## src/rtl/cdb_arbiter.sv

```systemverilog
// -----------------------------------------------------------------------------
// cdb_arbiter
//   Transmit side of the common data bus. The ALU RS, the LSB and the branch
//   unit each hand completed results (ROB label + value) into a small private
//   FIFO. A round-robin arbiter picks one non-empty FIFO head per cycle and
//   loads it into the registered broadcast outputs, which the ROB, RS and LSB
//   snoop for wakeup and writeback.
//
// Optional build macro:
//   CDB_PERF_EN  adds perf_bcast_out / perf_stall_out event counters.
//
// Ports:
//   clk                      core clock
//   rst_in                   asynchronous active-low reset
//   rdy_in                   global enable; low freezes all state
//   flush                    synchronous mispredict flush (overrides rdy_in)
//   {alu,lsb,bru}_valid_in   result offered by the source
//   {alu,lsb,bru}_ready_out  source FIFO not full (depends on state only)
//   {alu,lsb,bru}_lab_in     result ROB label (MSB = tag bit, passed through)
//   {alu,lsb,bru}_val_in     result value
//   cdb_valid_out            broadcast valid this cycle
//   cdb_lab_out              broadcast ROB label
//   cdb_val_out              broadcast value
//   cdb_src_out              broadcasting source: 0=ALU 1=LSB 2=BRU
//   perf_bcast_out           (CDB_PERF_EN) broadcasts granted while enabled
//   perf_stall_out           (CDB_PERF_EN) enabled edges with a refused offer
// -----------------------------------------------------------------------------
module cdb_arbiter #(
    parameter int LAB_W = 5,
    parameter int VAL_W = 32,
    parameter int DEPTH = 2
) (
    input  logic             clk,
    input  logic             rst_in,
    input  logic             rdy_in,
    input  logic             flush,
    input  logic             alu_valid_in,
    output logic             alu_ready_out,
    input  logic [LAB_W-1:0] alu_lab_in,
    input  logic [VAL_W-1:0] alu_val_in,
    input  logic             lsb_valid_in,
    output logic             lsb_ready_out,
    input  logic [LAB_W-1:0] lsb_lab_in,
    input  logic [VAL_W-1:0] lsb_val_in,
    input  logic             bru_valid_in,
    output logic             bru_ready_out,
    input  logic [LAB_W-1:0] bru_lab_in,
    input  logic [VAL_W-1:0] bru_val_in,
    output logic             cdb_valid_out,
    output logic [LAB_W-1:0] cdb_lab_out,
    output logic [VAL_W-1:0] cdb_val_out,
    output logic [1:0]       cdb_src_out
`ifdef CDB_PERF_EN
    ,
    output logic [31:0]      perf_bcast_out,
    output logic [31:0]      perf_stall_out
`endif
);

    localparam int AW = $clog2(DEPTH);
    localparam int EW = LAB_W + VAL_W;
    localparam int NSRC = 3;

    // Sources gathered into arrays so the FIFOs can be generated uniformly.
    logic [NSRC-1:0] in_valid;
    logic [EW-1:0]   in_data [NSRC];
    logic [NSRC-1:0] empty;
    logic [NSRC-1:0] full;
    logic [NSRC-1:0] push;
    logic [NSRC-1:0] pop;
    logic [EW-1:0]   head [NSRC];

    assign in_valid   = {bru_valid_in, lsb_valid_in, alu_valid_in};
    assign in_data[0] = {alu_lab_in, alu_val_in};
    assign in_data[1] = {lsb_lab_in, lsb_val_in};
    assign in_data[2] = {bru_lab_in, bru_val_in};

    // Ready is purely a function of FIFO state: a full FIFO refuses even when
    // it is being popped on the same edge (no bypass through the pop).
    assign alu_ready_out = !full[0];
    assign lsb_ready_out = !full[1];
    assign bru_ready_out = !full[2];

    logic       grant_valid;
    logic [1:0] grant_src;
    logic [2:0] arb_idx;
    logic [1:0] rr_ptr_reg;
    logic [1:0] rr_ptr_next;

    genvar gi;
    generate
        for (gi = 0; gi < NSRC; gi++) begin : g_fifo
            logic [EW-1:0] mem_reg [DEPTH];
            // Extra MSB on each pointer separates full from empty.
            logic [AW:0]   wr_ptr_reg;
            logic [AW:0]   rd_ptr_reg;

            assign empty[gi] = (wr_ptr_reg == rd_ptr_reg);
            assign full[gi]  = (wr_ptr_reg[AW] != rd_ptr_reg[AW]) &&
                               (wr_ptr_reg[AW-1:0] == rd_ptr_reg[AW-1:0]);
            assign push[gi]  = in_valid[gi] && !full[gi] && rdy_in && !flush;
            assign pop[gi]   = grant_valid && (grant_src == 2'(gi)) && rdy_in && !flush;
            assign head[gi]  = mem_reg[rd_ptr_reg[AW-1:0]];

            always_ff @(posedge clk) begin
                if (push[gi]) begin
                    mem_reg[wr_ptr_reg[AW-1:0]] <= in_data[gi];
                end
            end

            always_ff @(posedge clk or negedge rst_in) begin
                if (!rst_in) begin
                    wr_ptr_reg <= '0;
                    rd_ptr_reg <= '0;
                end else if (flush) begin
                    wr_ptr_reg <= '0;
                    rd_ptr_reg <= '0;
                end else begin
                    if (push[gi]) wr_ptr_reg <= wr_ptr_reg + {{AW{1'b0}}, 1'b1};
                    if (pop[gi])  rd_ptr_reg <= rd_ptr_reg + {{AW{1'b0}}, 1'b1};
                end
            end
        end
    endgenerate

    // Round-robin search starting at rr_ptr, visiting rr_ptr, +1, +2 (mod 3).
    always_comb begin
        grant_valid = 1'b0;
        grant_src   = 2'd0;
        arb_idx     = 3'd0;
        for (int k = 0; k < NSRC; k++) begin
            arb_idx = {1'b0, rr_ptr_reg} + 3'(k);
            if (arb_idx >= 3'd3) arb_idx = arb_idx - 3'd3;
            if (!grant_valid && !empty[arb_idx[1:0]]) begin
                grant_valid = 1'b1;
                grant_src   = arb_idx[1:0];
            end
        end
        rr_ptr_next = (grant_src == 2'd2) ? 2'd0 : grant_src + 2'd1;
    end

    // Broadcast registers. lab/val/src deliberately hold on idle cycles.
    always_ff @(posedge clk or negedge rst_in) begin
        if (!rst_in) begin
            cdb_valid_out <= 1'b0;
            cdb_lab_out   <= '0;
            cdb_val_out   <= '0;
            cdb_src_out   <= 2'd0;
            rr_ptr_reg    <= 2'd0;
        end else if (flush) begin
            cdb_valid_out <= 1'b0;
            rr_ptr_reg    <= 2'd0;
        end else if (rdy_in) begin
            if (grant_valid) begin
                cdb_valid_out              <= 1'b1;
                {cdb_lab_out, cdb_val_out} <= head[grant_src];
                cdb_src_out                <= grant_src;
                rr_ptr_reg                 <= rr_ptr_next;
            end else begin
                cdb_valid_out <= 1'b0;
            end
        end
    end

`ifdef CDB_PERF_EN
    logic [31:0] perf_bcast_reg;
    logic [31:0] perf_stall_reg;

    // Counters survive flush; only reset clears them.
    always_ff @(posedge clk or negedge rst_in) begin
        if (!rst_in) begin
            perf_bcast_reg <= '0;
            perf_stall_reg <= '0;
        end else begin
            if (rdy_in && grant_valid && !flush) perf_bcast_reg <= perf_bcast_reg + 32'd1;
            if (rdy_in && |(in_valid & full))    perf_stall_reg <= perf_stall_reg + 32'd1;
        end
    end

    assign perf_bcast_out = perf_bcast_reg;
    assign perf_stall_out = perf_stall_reg;
`endif

endmodule

```

## config.mk

```make
export PLATFORM = sky130hd
export DESIGN_NAME = cdb_arbiter
export DESIGN_NICKNAME = d
export VERILOG_FILES = /design/src/rtl/cdb_arbiter.sv
export SDC_FILE = /design/constraint.sdc
export NUM_CORES = 1
export LEC_CHECK = 0
export CORE_AREA = 2 2 151 153
export CTS_BUF_LIST = sky130_fd_sc_hd__clkbuf_4
export DETAILED_ROUTE_END_ITERATION = 6
export DIE_AREA = 0 0 153 155
export GPL_TIMING_DRIVEN = 0
export PLACE_DENSITY_LB_ADDON = 0.2
export SLEW_MARGIN = 15
export SYNTH_ARGS = -nofsm -noshare
export SYNTH_HDL_FRONTEND = slang
export SYNTH_SLANG_ARGS = --single-unit
```

## constraint.sdc

```tcl
create_clock -name clk -period 4.3 [get_ports clk]
set_clock_uncertainty 0.2 [all_clocks]
set_input_delay 0.86 -clock clk [delete_from_list [all_inputs] [get_ports clk]]
set_output_delay 0.86 -clock clk [all_outputs]
set_load 0.02 [all_outputs]
```

==> qor.yml <==
outcome:
  status: "finished, final reports clean"
cells_and_area:
  fin_nets: 1009
  syn_to_final_growth_pct: 28.8
  drive_gt1_frac: 0.229
  fin_area_um2: 14200
  largest_reg_flops: 222
  finish.utilization: 0.640
detailed_routing:
  vias_per_cell: 5.34
  ant_nets: 0
  routed_wirelength_um: 24600
  first_iter_violations: 317
  first_pass_iters: 5
  dr_total_vias: 6565
  drcViolationCount: 0
  wl_per_cell_um: 20.0
setup_path:
  slowest_stage: "clkdlybuf4s50_1"
  path_max_fanout: 4
  critPathKind: "reg -> out"
  crit_family: "buffers and inverters"
  cp_slowest_stage_delay_ns: 0.68
  crit_path_cell_trace: "xnor2_1, nand2b_1, clkdlybuf4s50_1"
  required_ns: 3.24
  critical_path_buf_inv_count: 1
  end_kind: "primary output"
  cp-start-kind: "register"
  arrival_ns: 2.34
clock_tree:
  cts_buffers: 68
  ctsHoldBuffers: 0
  htreeDepth: 3
  ctsResizeCount: 0
  cts.sink_count: 276
  clkLatencyLatePin_ns: 0.65
  cts_buffer_depth: 3
  post_cts_buffers: 0
  clk_pin_slew_ns: 0.07
  cts_tree: "built"
  cts-root-buf: "clkbuf_4"
synthesis:
  synth_top_cells_by_area: "edfxtp_1 (60%), dfrtp_1 (12%), mux2i_1 (10%), mux2_2 (3.0%), a2bb2oi_2 (1.4%)"
  syn_area_um2: 11000
  yosys.area.top_type_share: 0.603
  synth_nets: 763
  synth.distinct_cells: 53
  syn_inst: 643
  yosys_warnings: 0
  avgSynthCellArea_um2: 17.2
  synth-seq-cells: 276
  yosys.area.top_type: "edfxtp_1"
  ys_seq_area_frac: 0.726
pwr:
  clkPwrFrac: 0.273
  p_per_area_nw_per_um2: 551
  pwr-share-comb: 0.306
  p_sw_uw: 2430
  switching_share: 0.310
  ir_worst_vdd_v: 0.000257
  p_leak_uw: 0.00493
  seq_power_share: 0.421
  p_int_uw: 5410
sta:
  max_freq_ghz: 0.294
  fin_crit_sh: 0.791
  tns_ns: 0
  period_needed_ns: 3.40
  rsz0062_at_grt: "no"
  worst_pin_slew_ns: 0.926
  max_slew_margin: 0.383
  finalMaxSlewViolations: 0
  finalSetupViolCount: 0
  hold_violations: 0
floorplanning:
  pin_count: 161
  fp.coreArea_um2: 22200
  row_count: 55
  initial_utilization: 0.497
  die_w_um: 153
  fp.dieH_um: 155
  dieArea_um2: 23700
global_routing:
  use_met2: 0.363
  grt.busiest_layer: "met2"
  met3_usage: 0.0577
  antenna_found_initial: 0
  grt_pass1_vias: 7002
  track_usage: 0.208
  met1_usage: 0.256
  overflow: 0
  grt_max_degree: 55
  grt_pass1_wl_um: 37500
place:
  place.gp.congestion: 0.833
  hpwl_um: 16800
  dpl-instance-area_um2: 13400
  place.port_buffers: 160
hold_path:
  min_path_type: "in -> async"
job:
  max_cap_viol_count: 0
==> synth_stat cells, drive strengths merged <==
master	count
nor2b	1
o21a	2
nor3b	3
a21oi	8
a21o	1
o22a	8
clkbuf	11
inv	5
ha	2
o311ai	1
o21bai	1
o211a	1
o21ai	32
nor2	21
a2bb2oi	26
nand4	8
nand2b	5
o221ai	8
or2	3
o211ai	4
o31ai	1
a32oi	1
nand2	12
a211oi	1
mux2	29
or4	1
or3	1
nor3	5
mux2i	111
nand3	7
xor2	10
edfxtp	222
xnor2	6
and2	1
buf	24
dfrtp	54
a21boi	1
o32ai	1
a31oi	4
==> cell families after synthesis <==
family,Yosys count,synth area share
flops,276,0.726
compound gates,101,0.0764
buf+inv,40,0.0183
mux,140,0.130
simple gates,68,0.0318
fa+ha+maj,2,0.00226
xor+xnor,16,0.0154
==> metrics by stage <==
stage / cells / power, uW / hold WS [ns] / worst slack, ns
after floorplan: 643 / 4830 / 0.323 / 0.933
after global routing: 1228 / 8220 / 0.0820 / 0.749
final: 1229 / 7840 / 0.0899 / 0.900
after CTS: 1228 / 7920 / 0.0681 / 0.845
after global placement: 1088 / 5670 / 0.276 / -0.932
after detailed placement: 1104 / 5750 / 0.290 / 0.715
==> cell type report <==
| cell class | count | area (um2) |
|---|---|---|
| Multi-Input combinational cell | 327 | 2900 |
| Sequential cell | 276 | 8020 |
| Inverter | 5 | 18.8 |
| Clock inverter | 24 | 128 |
| Timing Repair Buffer | 176 | 1880 |
| Fill cell | 1668 | 8000 |
| Buffer | 35 | 184 |
| Antenna cell | 1 | 2.50 |
| Clock buffer | 100 | 751 |
| Tap cell | 285 | 357 |
==> power by group through the flow <==
stage / Sequential [uW] / Combinational [uW] / Clock [uW]
final: 3300 / 2400 / 2140
after detailed placement: 3360 / 2400 / 0
after global placement: 3350 / 2320 / 0
after CTS: 3300 / 2410 / 2210
after floorplan: 3530 / 1310 / 0
after global routing: 3320 / 2570 / 2330
==> per-layer routing <==
layer,share of wire,wire [um]
met3,0.067,1650
met2,0.52,12800
met1,0.40,9840
met5,0,0
met4,0.012,301
==> final timing paths <==
| path | startpoint | to | slack, ns | cells after the start |
|---|---|---|---|---|
| worst max-delay path | g_fifo[1].rd_ptr_reg[1] | lsb_ready_out | 0.90 | 3 |
| worst min-delay path | rst_in | cdb_val_out[17] | 0.09 | 1 |
| worst max register to register | g_fifo[1].rd_ptr_reg[1] | g_fifo[1].mem_reg[0][8] | 1.35 | 6 |
| worst min register to register | cdb_val_out[30] | cdb_val_out[30] | 0.30 | 2 |
| max in group asynchronous | rst_in | cdb_val_out[15] | 3.28 | 1 |
| min in group clk | cdb_val_out[30] | cdb_val_out[30] | 0.30 | 2 |
==> cells in the final DEF (no fill, tap or decap), drive strengths merged, types with 2 or more instances in the layout <==
cell type,instances
dfrtp,54
inv,7
xnor2,6
nand2,12
clkdlybuf4s50,159
buf,41
edfxtp,222
clkbuf,111
nand3,7
or2,3
a2bb2oi,26
o22a,8
mux2i,111
xor2,10
o21ai,32
o21a,2
nor3,5
nor2,21
o221ai,8
a31oi,4
clkinv,20
nand4,8
a21oi,8
o211ai,4
ha,2
nand2b,5
mux2,29
nor3b,3
(Power assumes the default switching activity.)
